File: src/rtl/count_display_mux_pkg.sv
// Shared constants for the count display: active-low segment codes,
// anode idle pattern and the digit scan enumeration.
package count_display_mux_pkg;

  // Active-low segment codes, bit order {g,f,e,d,c,b,a}
  localparam logic [6:0] SEG_0   = 7'b1000000;
  localparam logic [6:0] SEG_1   = 7'b1111001;
  localparam logic [6:0] SEG_2   = 7'b0100100;
  localparam logic [6:0] SEG_3   = 7'b0110000;
  localparam logic [6:0] SEG_4   = 7'b0011001;
  localparam logic [6:0] SEG_5   = 7'b0010010;
  localparam logic [6:0] SEG_6   = 7'b0000010;
  localparam logic [6:0] SEG_7   = 7'b1111000;
  localparam logic [6:0] SEG_8   = 7'b0000000;
  localparam logic [6:0] SEG_9   = 7'b0010000;
  localparam logic [6:0] SEG_OFF = 7'b1111111;

  // All digit enables released (active-low)
  localparam logic [3:0] ANODE_OFF = 4'b1111;

  // Scan position; value equals the anode index it drives
  typedef enum logic [1:0] {
    DIG_ONES      = 2'd0,
    DIG_TENS      = 2'd1,
    DIG_WRAP_ONES = 2'd2,
    DIG_WRAP_TENS = 2'd3
  } digit_sel_e;

  // Active-low one-hot anode pattern for a scan position
  function automatic logic [3:0] anode_for(digit_sel_e sel);
    logic [3:0] a;
    a = ANODE_OFF;
    a[sel] = 1'b0;
    return a;
  endfunction

endpackage

File: src/rtl/count_display_mux_seg7_bcd_decode.sv
// Combinational BCD digit to active-low seven-segment decoder.
// Non-decimal inputs (10..15) leave every segment dark.
module seg7_bcd_decode
  import count_display_mux_pkg::*;
(
  input  logic [3:0] bcd_i,
  output logic [6:0] seg_o
);

  // Table lookup from digit value to segment pattern
  always_comb begin
    seg_o = SEG_OFF;
    case (bcd_i)
      4'd0:    seg_o = SEG_0;
      4'd1:    seg_o = SEG_1;
      4'd2:    seg_o = SEG_2;
      4'd3:    seg_o = SEG_3;
      4'd4:    seg_o = SEG_4;
      4'd5:    seg_o = SEG_5;
      4'd6:    seg_o = SEG_6;
      4'd7:    seg_o = SEG_7;
      4'd8:    seg_o = SEG_8;
      4'd9:    seg_o = SEG_9;
      default: seg_o = SEG_OFF;
    endcase
  end

endmodule

File: src/rtl/count_display_mux.sv
// Captures the counter stage's value, shows it as two BCD digits next to a
// two-digit BCD count of 15->0 wraps, scanning all four digits of an
// active-low seven-segment display.
module count_display_mux
  import count_display_mux_pkg::*;
#(
  parameter int REFRESH_DIV = 100000
) (
  input  logic       clk,
  input  logic       reset,
  input  logic [3:0] count_in,
  input  logic       count_valid,
  input  logic       blank,
  output logic [6:0] seg,
  output logic       dp,
  output logic [3:0] an
);

  localparam int              CNT_W        = $clog2(REFRESH_DIV);
  localparam logic [CNT_W-1:0] REFRESH_LAST = CNT_W'(REFRESH_DIV - 1);

  logic [3:0]       value_q, prev_q;
  logic             cap_q;
  logic [3:0]       ones_q;
  logic             tens_q;
  logic [3:0]       wrap_ones_q, wrap_tens_q;
  logic [3:0]       wrap_ones_d, wrap_tens_d;
  logic [CNT_W-1:0] refresh_cnt_q;
  digit_sel_e       digit_sel_q;
  logic [3:0]       digit_bcd;
  logic [6:0]       digit_seg;
  logic             digit_lit;
  logic [6:0]       seg_d, seg_q;
  logic             dp_d, dp_q;
  logic [3:0]       an_d, an_q;

  // Capture the incoming count; remember the previous one for wrap detection
  always_ff @(posedge clk) begin
    if (!reset) begin
      value_q <= 4'd0;
      prev_q  <= 4'd0;
      cap_q   <= 1'b0;
    end else begin
      cap_q <= count_valid;
      if (count_valid) begin
        prev_q  <= value_q;
        value_q <= count_in;
      end
    end
  end

  // Binary 0..15 to two BCD digits, one cycle behind value_q
  always_ff @(posedge clk) begin
    if (!reset) begin
      ones_q <= 4'd0;
      tens_q <= 1'b0;
    end else begin
      tens_q <= (value_q >= 4'd10);
      ones_q <= (value_q >= 4'd10) ? (value_q - 4'd10) : value_q;
    end
  end

  // Next wrap count: BCD increment 00..99..00 on a just-captured 15->0
  always_comb begin
    wrap_ones_d = wrap_ones_q;
    wrap_tens_d = wrap_tens_q;
    if (cap_q && (prev_q == 4'hF) && (value_q == 4'h0)) begin
      if (wrap_ones_q == 4'd9) begin
        wrap_ones_d = 4'd0;
        wrap_tens_d = (wrap_tens_q == 4'd9) ? 4'd0 : (wrap_tens_q + 4'd1);
      end else begin
        wrap_ones_d = wrap_ones_q + 4'd1;
      end
    end
  end

  // Wrap counter state
  always_ff @(posedge clk) begin
    if (!reset) begin
      wrap_ones_q <= 4'd0;
      wrap_tens_q <= 4'd0;
    end else begin
      wrap_ones_q <= wrap_ones_d;
      wrap_tens_q <= wrap_tens_d;
    end
  end

  // Refresh divider and digit scan; keeps running while blanked
  always_ff @(posedge clk) begin
    if (!reset) begin
      refresh_cnt_q <= '0;
      digit_sel_q   <= DIG_ONES;
    end else if (refresh_cnt_q == REFRESH_LAST) begin
      refresh_cnt_q <= '0;
      digit_sel_q   <= digit_sel_e'(digit_sel_q + 2'd1);
    end else begin
      refresh_cnt_q <= refresh_cnt_q + CNT_W'(1);
    end
  end

  // Select the digit value, anode and decimal point for the current scan slot
  always_comb begin
    digit_bcd = 4'd0;
    digit_lit = 1'b1;
    dp_d      = 1'b1;
    case (digit_sel_q)
      DIG_ONES:      digit_bcd = ones_q;
      DIG_TENS: begin
        digit_bcd = {3'b000, tens_q};
        digit_lit = tens_q;
      end
      DIG_WRAP_ONES: begin
        digit_bcd = wrap_ones_q;
        dp_d      = 1'b0;
      end
      DIG_WRAP_TENS: digit_bcd = wrap_tens_q;
      default:       digit_bcd = 4'd0;
    endcase
    an_d  = digit_lit ? anode_for(digit_sel_q) : ANODE_OFF;
    seg_d = digit_lit ? digit_seg : SEG_OFF;
    if (blank) begin
      an_d = ANODE_OFF;
      dp_d = 1'b1;
    end
  end

  seg7_bcd_decode u_decode (
    .bcd_i (digit_bcd),
    .seg_o (digit_seg)
  );

  // Registered display outputs, one cycle behind the scan position
  always_ff @(posedge clk) begin
    if (!reset) begin
      seg_q <= SEG_OFF;
      dp_q  <= 1'b1;
      an_q  <= ANODE_OFF;
    end else begin
      seg_q <= seg_d;
      dp_q  <= dp_d;
      an_q  <= an_d;
    end
  end

  assign seg = seg_q;
  assign dp  = dp_q;
  assign an  = an_q;

endmodule

File: config.mk
export PLATFORM = sky130hd
export DESIGN_NAME = count_display_mux
export DESIGN_NICKNAME = d
export VERILOG_FILES = /design/src/rtl/count_display_mux_pkg.sv /design/src/rtl/count_display_mux_seg7_bcd_decode.sv /design/src/rtl/count_display_mux.sv
export SDC_FILE = /design/constraint.sdc
export NUM_CORES = 1
export LEC_CHECK = 0
export ABC_AREA = 1
export CAP_MARGIN = 20
export CORE_MARGIN = 8
export CORE_UTILIZATION = 35
export CTS_CLUSTER_SIZE = 28
export DETAILED_ROUTE_END_ITERATION = 8
export HOLD_SLACK_MARGIN = 0.02
export PLACE_DENSITY = 0.54
export SETUP_SLACK_MARGIN = 0.1
export SLEW_MARGIN = 20
export SYNTH_ARGS = -nofsm -noshare
export SYNTH_HDL_FRONTEND = slang
export SYNTH_SLANG_ARGS = --single-unit
File: constraint.sdc
create_clock -name clk -period 1.7 [get_ports clk]
set_clock_uncertainty 0.15 [all_clocks]
set_input_delay 0.17 -clock clk [delete_from_list [all_inputs] [get_ports clk]]
set_output_delay 0.17 -clock clk [all_outputs]
set_load 0.01 [all_outputs]
# After elaboration in Yosys (flattened, before gate mapping)
# Memory sizes are Yosys's and may differ from the RTL's. A register that Yosys moved wholly into a read port is not among the register bits.
# Cells that the tools add are included.
dict set report totals {
  mem_bits_ro 112
  output_inout_bits 12
  mem_count 1
  regBits 46
}
dict set report classes {
  muxes 8
  magnitude_cmp 3
  n_addsub 5
  n_reduce_logical 11
  eq_ne 7
  bitwise 3
}
# memory words width rd rd_ports_with_merged_regs write_ports line
set mem_list {}
lappend mem_list {{(name not given)} 16 7 1 1 0 count_display_mux_seg7_bcd_decode.sv:13} ;# case (bcd_i)
# operator n
set op_table {}
lappend op_table {{17-bit by 1-bit adder with 17-bit output (second input constant)} 1}
lappend op_table {{17-bit equality test (second input constant)} 1}
lappend op_table {{4-bit one-hot mux with 4 select lines} 1}
lappend op_table {{4-bit equality test (second input constant)} 3}
lappend op_table {{4-bit two-way mux} 3}
lappend op_table {{4-bit by 1-bit adder with 4-bit output (second input constant)} 2}
lappend op_table {{2-bit equality test (second input constant)} 2}
lappend op_table {{4-bit >= comparator (second input constant)} 1}
lappend op_table {{4-bit zero test} 1}
lappend op_table {{4-bit NOT} 1}
lappend op_table {{2-bit AND reduction} 2}
lappend op_table {{2-bit OR reduction} 2}
lappend op_table {{4-bit subtractor (second input constant)} 1}
lappend op_table {{1-bit logical AND} 3}
lappend op_table {{2-bit by 3-bit less-than comparator with 1-bit output (second input constant)} 1}
lappend op_table {{1-bit two-way mux} 3}
lappend op_table {{3-bit OR reduction} 1}
lappend op_table {{2-bit by 1-bit adder with 2-bit output (second input constant)} 1}
lappend op_table {{1-bit demux with 2-bit select} 1}
lappend op_table {{2-bit by 1-bit equality test with 1-bit output (second input constant)} 1}
lappend op_table {{2-bit by 1-bit >= comparator with 1-bit output (second input constant)} 1}
lappend op_table {{2-bit zero test} 1}
lappend op_table {{1-bit NOT} 2}
lappend op_table {{1-bit zero test} 1}

# Logic depth before layout (Yosys ltp)
dict set report depth {
  word_depth 5
  depth_mapped 12
  mapped_depth_nobuf 12
}

# Modules after synthesis
# From an unflattened synthesis, not the netlist that was laid out.
dict set report unflattened {
  hier_cells 363
  area_unflattened_um2 2560.0
}
# mod instances cells_per_inst area_each_um2 seq_area_each_um2
set by_module_without_submodules {}
lappend by_module_without_submodules {count_display_mux 1 328 2372.3 1061.0}
lappend by_module_without_submodules {seg7_bcd_decode 1 35 187.7 0.0}

# Least setup slack after synthesis
# Ideal clock, no wire load.
dict set report synth_path {
  path_type {register to register}
  from {register digit_sel_q[0]}
  to {register seg_q[3], in the netlist seg[3]}
  period_less_slack_ns 1.837
  path_buffers 0
  arrival_ns 1.570
  stages_incl_launch_ff 12
  setup_time_ns 0.118
  required_time_ns 1.432
  slack_ns -0.137
  cell_sequence {dfxtp_1 inv_1 ha_1 inv_2 or2_2 nand2_2 inv_1 ha_1 nand2_1 nand2_1 nand2_1 nand2_1}
}
dict set report synth_via {
  elab_chain_len 4
}
# item line
set synth_rtl {}
lappend synth_rtl {{start, declared} count_display_mux.sv:29} ;# digit_sel_e digit_sel_q;
lappend synth_rtl {{start signal, assigned} count_display_mux.sv:95} ;# digit_sel_q <= digit_sel_e'(digit_sel_q + 2'd1);
lappend synth_rtl {{2-bit by 1-bit equality test with 1-bit output} count_display_mux.sv:106} ;# case (digit_sel_q)
lappend synth_rtl {{1-bit two-way mux} count_display_mux.sv:106}
lappend synth_rtl {{2-bit AND reduction (no line)} --}
lappend synth_rtl {{1-bit zero test (no line)} --}
lappend synth_rtl {{end, declared} count_display_mux.sv:33} ;# logic [6:0] seg_d, seg_q;
# Several ways; a longest one is shown, not always the timed one.
# A chain may end at the register's enable or synchronous reset.

# Final worst setup path
dict set report layout_path {
  from {register digit_sel_q[0]}
  to {register seg_q[6], in the netlist seg[6]}
}
# Same word-level chain as after synthesis.

==> metrics.txt <==
# TYPE chip_impl_metric gauge
chip_impl_metric{name="route.detailed.vias_per_inst",unit=""} 4.49
chip_impl_metric{name="async_reset_ff_share",unit="%"} 0
chip_impl_info{name="critical_path.endpoint_type",value="register"} 1
chip_impl_metric{name="grt_use_met2",unit="%"} 18.0
chip_impl_metric{name="post_route_cells_drive_above_1_share",unit="%"} 22.6
chip_impl_metric{name="area_growth",unit="%"} 30.9
chip_impl_metric{name="combined_area_of_the_multi_input_logic_cells",unit="um2"} 1460
chip_impl_metric{name="synth_cell_type_count",unit=""} 32
chip_impl_metric{name="die_height",unit="um"} 102
chip_impl_metric{name="cp_data_arrival_time",unit="ps"} 1760
chip_impl_metric{name="fin_crit_sh",unit="%"} 99.8
chip_impl_info{name="root_buffer",value="sky130_fd_sc_hd__clkbuf_8"} 1
chip_impl_metric{name="insertedDiodeCount",unit=""} 0
chip_impl_metric{name="core",unit="um2"} 7210
chip_impl_metric{name="grt_antenna_before_repair",unit=""} 0
chip_impl_info{name="critical_path_class",value="reg2reg"} 1
chip_impl_metric{name="seq_area_frac_synth",unit="%"} 41.0
chip_impl_metric{name="report.final.slew_viol_count",unit=""} 0
chip_impl_metric{name="global_route_met1_usage",unit="%"} 13.7
chip_impl_metric{name="drc_errors",unit=""} 0
chip_impl_metric{name="clock_latency",unit="ps"} 310
chip_impl_metric{name="num_rows",unit=""} 31
chip_impl_metric{name="ff_latch_area",unit="um2"} 1070
chip_impl_metric{name="die-area",unit="um2"} 10400
chip_impl_metric{name="synth_net_count",unit=""} 378
chip_impl_metric{name="p_per_area",unit="nW/um2"} 766
chip_impl_metric{name="first_global_vias",unit=""} 2067
chip_impl_info{name="rsz0062_at_grt",value="true"} 1
chip_impl_metric{name="totalWireLength",unit="um"} 5570
chip_impl_metric{name="final_cell_area",unit="um2"} 3380
chip_impl_metric{name="first_iter_violations",unit=""} 101
chip_impl_metric{name="yosys_warnings",unit=""} 0
chip_impl_metric{name="count_of_flip_flops_with_a_built_in_enable_after_synthesis",unit=""} 0
chip_impl_metric{name="final-setup-viol-count",unit=""} 0
chip_impl_info{name="layout.cells.most_common",value="sky130_fd_sc_hd__nand2_1"} 1
chip_impl_metric{name="grt_start_max_net_pins",unit=""} 18
chip_impl_metric{name="groute.usage.overall",unit="%"} 11.1
chip_impl_metric{name="remaining_max_slew_budget_at_the_tightest_pin",unit="%"} 82.0
chip_impl_metric{name="gp_congestion",unit=""} 0.812
chip_impl_metric{name="dpl-instance-area",unit="um2"} 3050
chip_impl_info{name="layout.cells.most_common_list",value="sky130_fd_sc_hd__nand2_1, sky130_fd_sc_hd__dfxtp_1, sky130_fd_sc_hd__inv_1, sky130_fd_sc_hd__nor2_1"} 1
chip_impl_info{name="post_synth_main_area_contributors",value="sky130_fd_sc_hd__dfxtp_1, sky130_fd_sc_hd__nand2_1, sky130_fd_sc_hd__inv_1"} 1
chip_impl_metric{name="maximum_capacitance_violations",unit=""} 0
chip_impl_metric{name="post_synth_instance_area",unit="um2"} 2580
chip_impl_metric{name="grt_pass1_wl",unit="um"} 9220
chip_impl_metric{name="min_period",unit="ps"} 1700
chip_impl_info{name="yosys.area.top_type",value="sky130_fd_sc_hd__dfxtp_1"} 1
chip_impl_metric{name="worstMarginPinSlew",unit="ps"} 269
chip_impl_metric{name="first_pass_iters",unit=""} 4
chip_impl_metric{name="synth.ff_latch_count",unit=""} 53
chip_impl_metric{name="n_fill_cell",unit=""} 731
chip_impl_metric{name="path_max_fanout",unit=""} 7
chip_impl_metric{name="place.port_buffers",unit=""} 19
chip_impl_metric{name="wl_per_cell",unit="um"} 11.0
chip_impl_metric{name="timing_hold_violations_final",unit=""} 0
chip_impl_metric{name="place_hpwl",unit="um"} 4100
chip_impl_metric{name="drtAntennaViolNets",unit=""} 0
chip_impl_metric{name="postSynthCellCount",unit=""} 360
chip_impl_metric{name="max_frequency",unit="GHz"} 0.589
chip_impl_metric{name="layout_nets",unit=""} 424
chip_impl_metric{name="power.static_leakage",unit="nW"} 1.30
chip_impl_info{name="grt_most_used_layer",value="met2"} 1
chip_impl_info{name="cts_tree",value="yes"} 1
chip_impl_metric{name="top_level_ports",unit=""} 20
chip_impl_metric{name="irDropWorstVdd",unit="mV"} 0.324
chip_impl_metric{name="max-clock-path-buffers",unit=""} 2
chip_impl_info{name="outcome",value="finished, final reports clean"} 1
chip_impl_metric{name="setup-tns-final",unit="ps"} 0
chip_impl_metric{name="cts.reportedPaths.clkPinSlew",unit="ps"} 90
chip_impl_metric{name="grt_overflow",unit=""} 0
chip_impl_metric{name="detailroute.via_count",unit=""} 2273
chip_impl_metric{name="worst_ep_required_time",unit="ps"} 1760
chip_impl_metric{name="synthDominantCellAreaShare",unit="%"} 41.0
chip_impl_metric{name="tritoncts_num_sinks",unit=""} 53
chip_impl_metric{name="syn_area_per_cell",unit="um2"} 7.18
chip_impl_metric{name="dieWidth",unit="um"} 102
chip_impl_metric{name="initial_core_util",unit="%"} 35.8
chip_impl_info{name="kind_of_start_point_of_the_critical_path",value="register"} 1
chip_impl_metric{name="cts_inserted_buffers",unit=""} 5
chip_impl_info{name="timing.hold.worst.class",value="in2reg"} 1
chip_impl_info{name="synth_flop_cell",value="sky130_fd_sc_hd__dfxtp_1"} 1
chip_impl_metric{name="cts.htree.levels",unit=""} 2
chip_impl_metric{name="gr_met3_demand_resource",unit="%"} 3.00
-- per-layer routing --
layer | wire [um] | vias up | part of all wire, %
met3 | 309 | 8 | 5.6
li1 | - | 1235 | -
met5 | 0 | - | 0
met1 | 2730 | 991 | 49
met4 | 94 | 0 | 1.7
met2 | 2440 | 39 | 44
-- power breakdown --
| group | total (W) | switching (W) | leakage [nW] | internal, W |
|---|---|---|---|---|
| Sequential | 0.00131 | 0.0000256 | 0.437 | 0.00128 |
| Clock | 0.00101 | 0.000421 | 0.0681 | 0.000585 |
| Combinational | 0.000277 | 0.000142 | 0.800 | 0.000135 |
| Total | 0.00259 | 0.000589 | 1.30 | 0.00200 |
-- cell type report --
type / instances / area share [%]
repair buffers: 43 / 12.3
inverters: 45 / 5.29
clock buffers: 5 / 2.03
well taps: 99 / 3.66
flip-flops and latches: 53 / 31.7
multi-input cells: 258 / 43.1
clock inverters: 3 / 1.92
-- repair_timing --
action | in CTS | in global routing
pin swaps | 9 | 13
resized for setup | 11 | 23
hold buffers | 0 | 0
setup buffers | 6 | 3
setup endpoints to repair | 21 | 29
-- kinds of logic after synthesis --
logic type,synth area share [%]
AND/OR/NAND/NOR,33.4
flip-flops,41.0
XOR/XNOR,1.69
buffers and inverters,7.79
AO/OA/AOI/OAI,11.2
adder cells (fa/ha/maj),4.84
-- synthesized netlist by cell type (all sizes together), types with 3 or more instances --
| cell | n |
|---|---|
| nand3 | 24 |
| nor3 | 6 |
| xor2 | 3 |
| nand4 | 5 |
| nor2 | 49 |
| inv | 45 |
| dfxtp | 53 |
| nand2 | 102 |
| or2 | 4 |
| a21oi | 27 |
| ha | 10 |
| o21ai | 20 |
-- sequential cells by signal (all words and copies together) (netlist names), 2 cells and up --
signal / count
ones_q: 4
prev_q: 4
an: 4
digit_sel_q: 2
value_q: 4
wrap_ones_q: 4
seg: 7
refresh_cnt_q: 17
wrap_tens_q: 4
-- worst max-delay path: stages, from the launching register on --
cell and delay, ps:
sky130_fd_sc_hd__dfxtp_4 370, sky130_fd_sc_hd__inv_4 80, sky130_fd_sc_hd__ha_4 140, sky130_fd_sc_hd__inv_4 50
sky130_fd_sc_hd__or2_4 230, sky130_fd_sc_hd__nand2_4 90, sky130_fd_sc_hd__inv_4 50, sky130_fd_sc_hd__ha_4 150
sky130_fd_sc_hd__o21ai_2 120, sky130_fd_sc_hd__inv_1 60, sky130_fd_sc_hd__nand2_1 60, sky130_fd_sc_hd__nand2_1 40
-- worst paths after layout --
check                                     from    endpoint  slack, ps  cells after the start
worst max-delay path            digit_sel_q[0]      seg[6]          3                     11
worst min-delay path               count_in[0]  value_q[0]        300                      3
worst max register to register  digit_sel_q[0]      seg[6]          3                     11
worst min register to register      value_q[0]   ones_q[0]        360                      2
-- through the flow --
step | setup WS (ps) | total power, W | std cells | hold WS, ps | util [%]
3_3_place_gp | 13.0 | 0.00158 | 489 | 342 | 42.2
4_1_cts | -4.33 | 0.00261 | 503 | 283 | 45.5
5_1_grt | -86.3 | 0.00270 | 506 | 335 | 46.9
3_5_place_dp | -14.4 | 0.00159 | 489 | 342 | 42.2
6_report | 2.80 | 0.00259 | 506 | 298 | 46.9
2_1_floorplan | 78.6 | 0.00149 | 360 | 112 | -
Note: power is estimated with default switching activity, not from simulation.
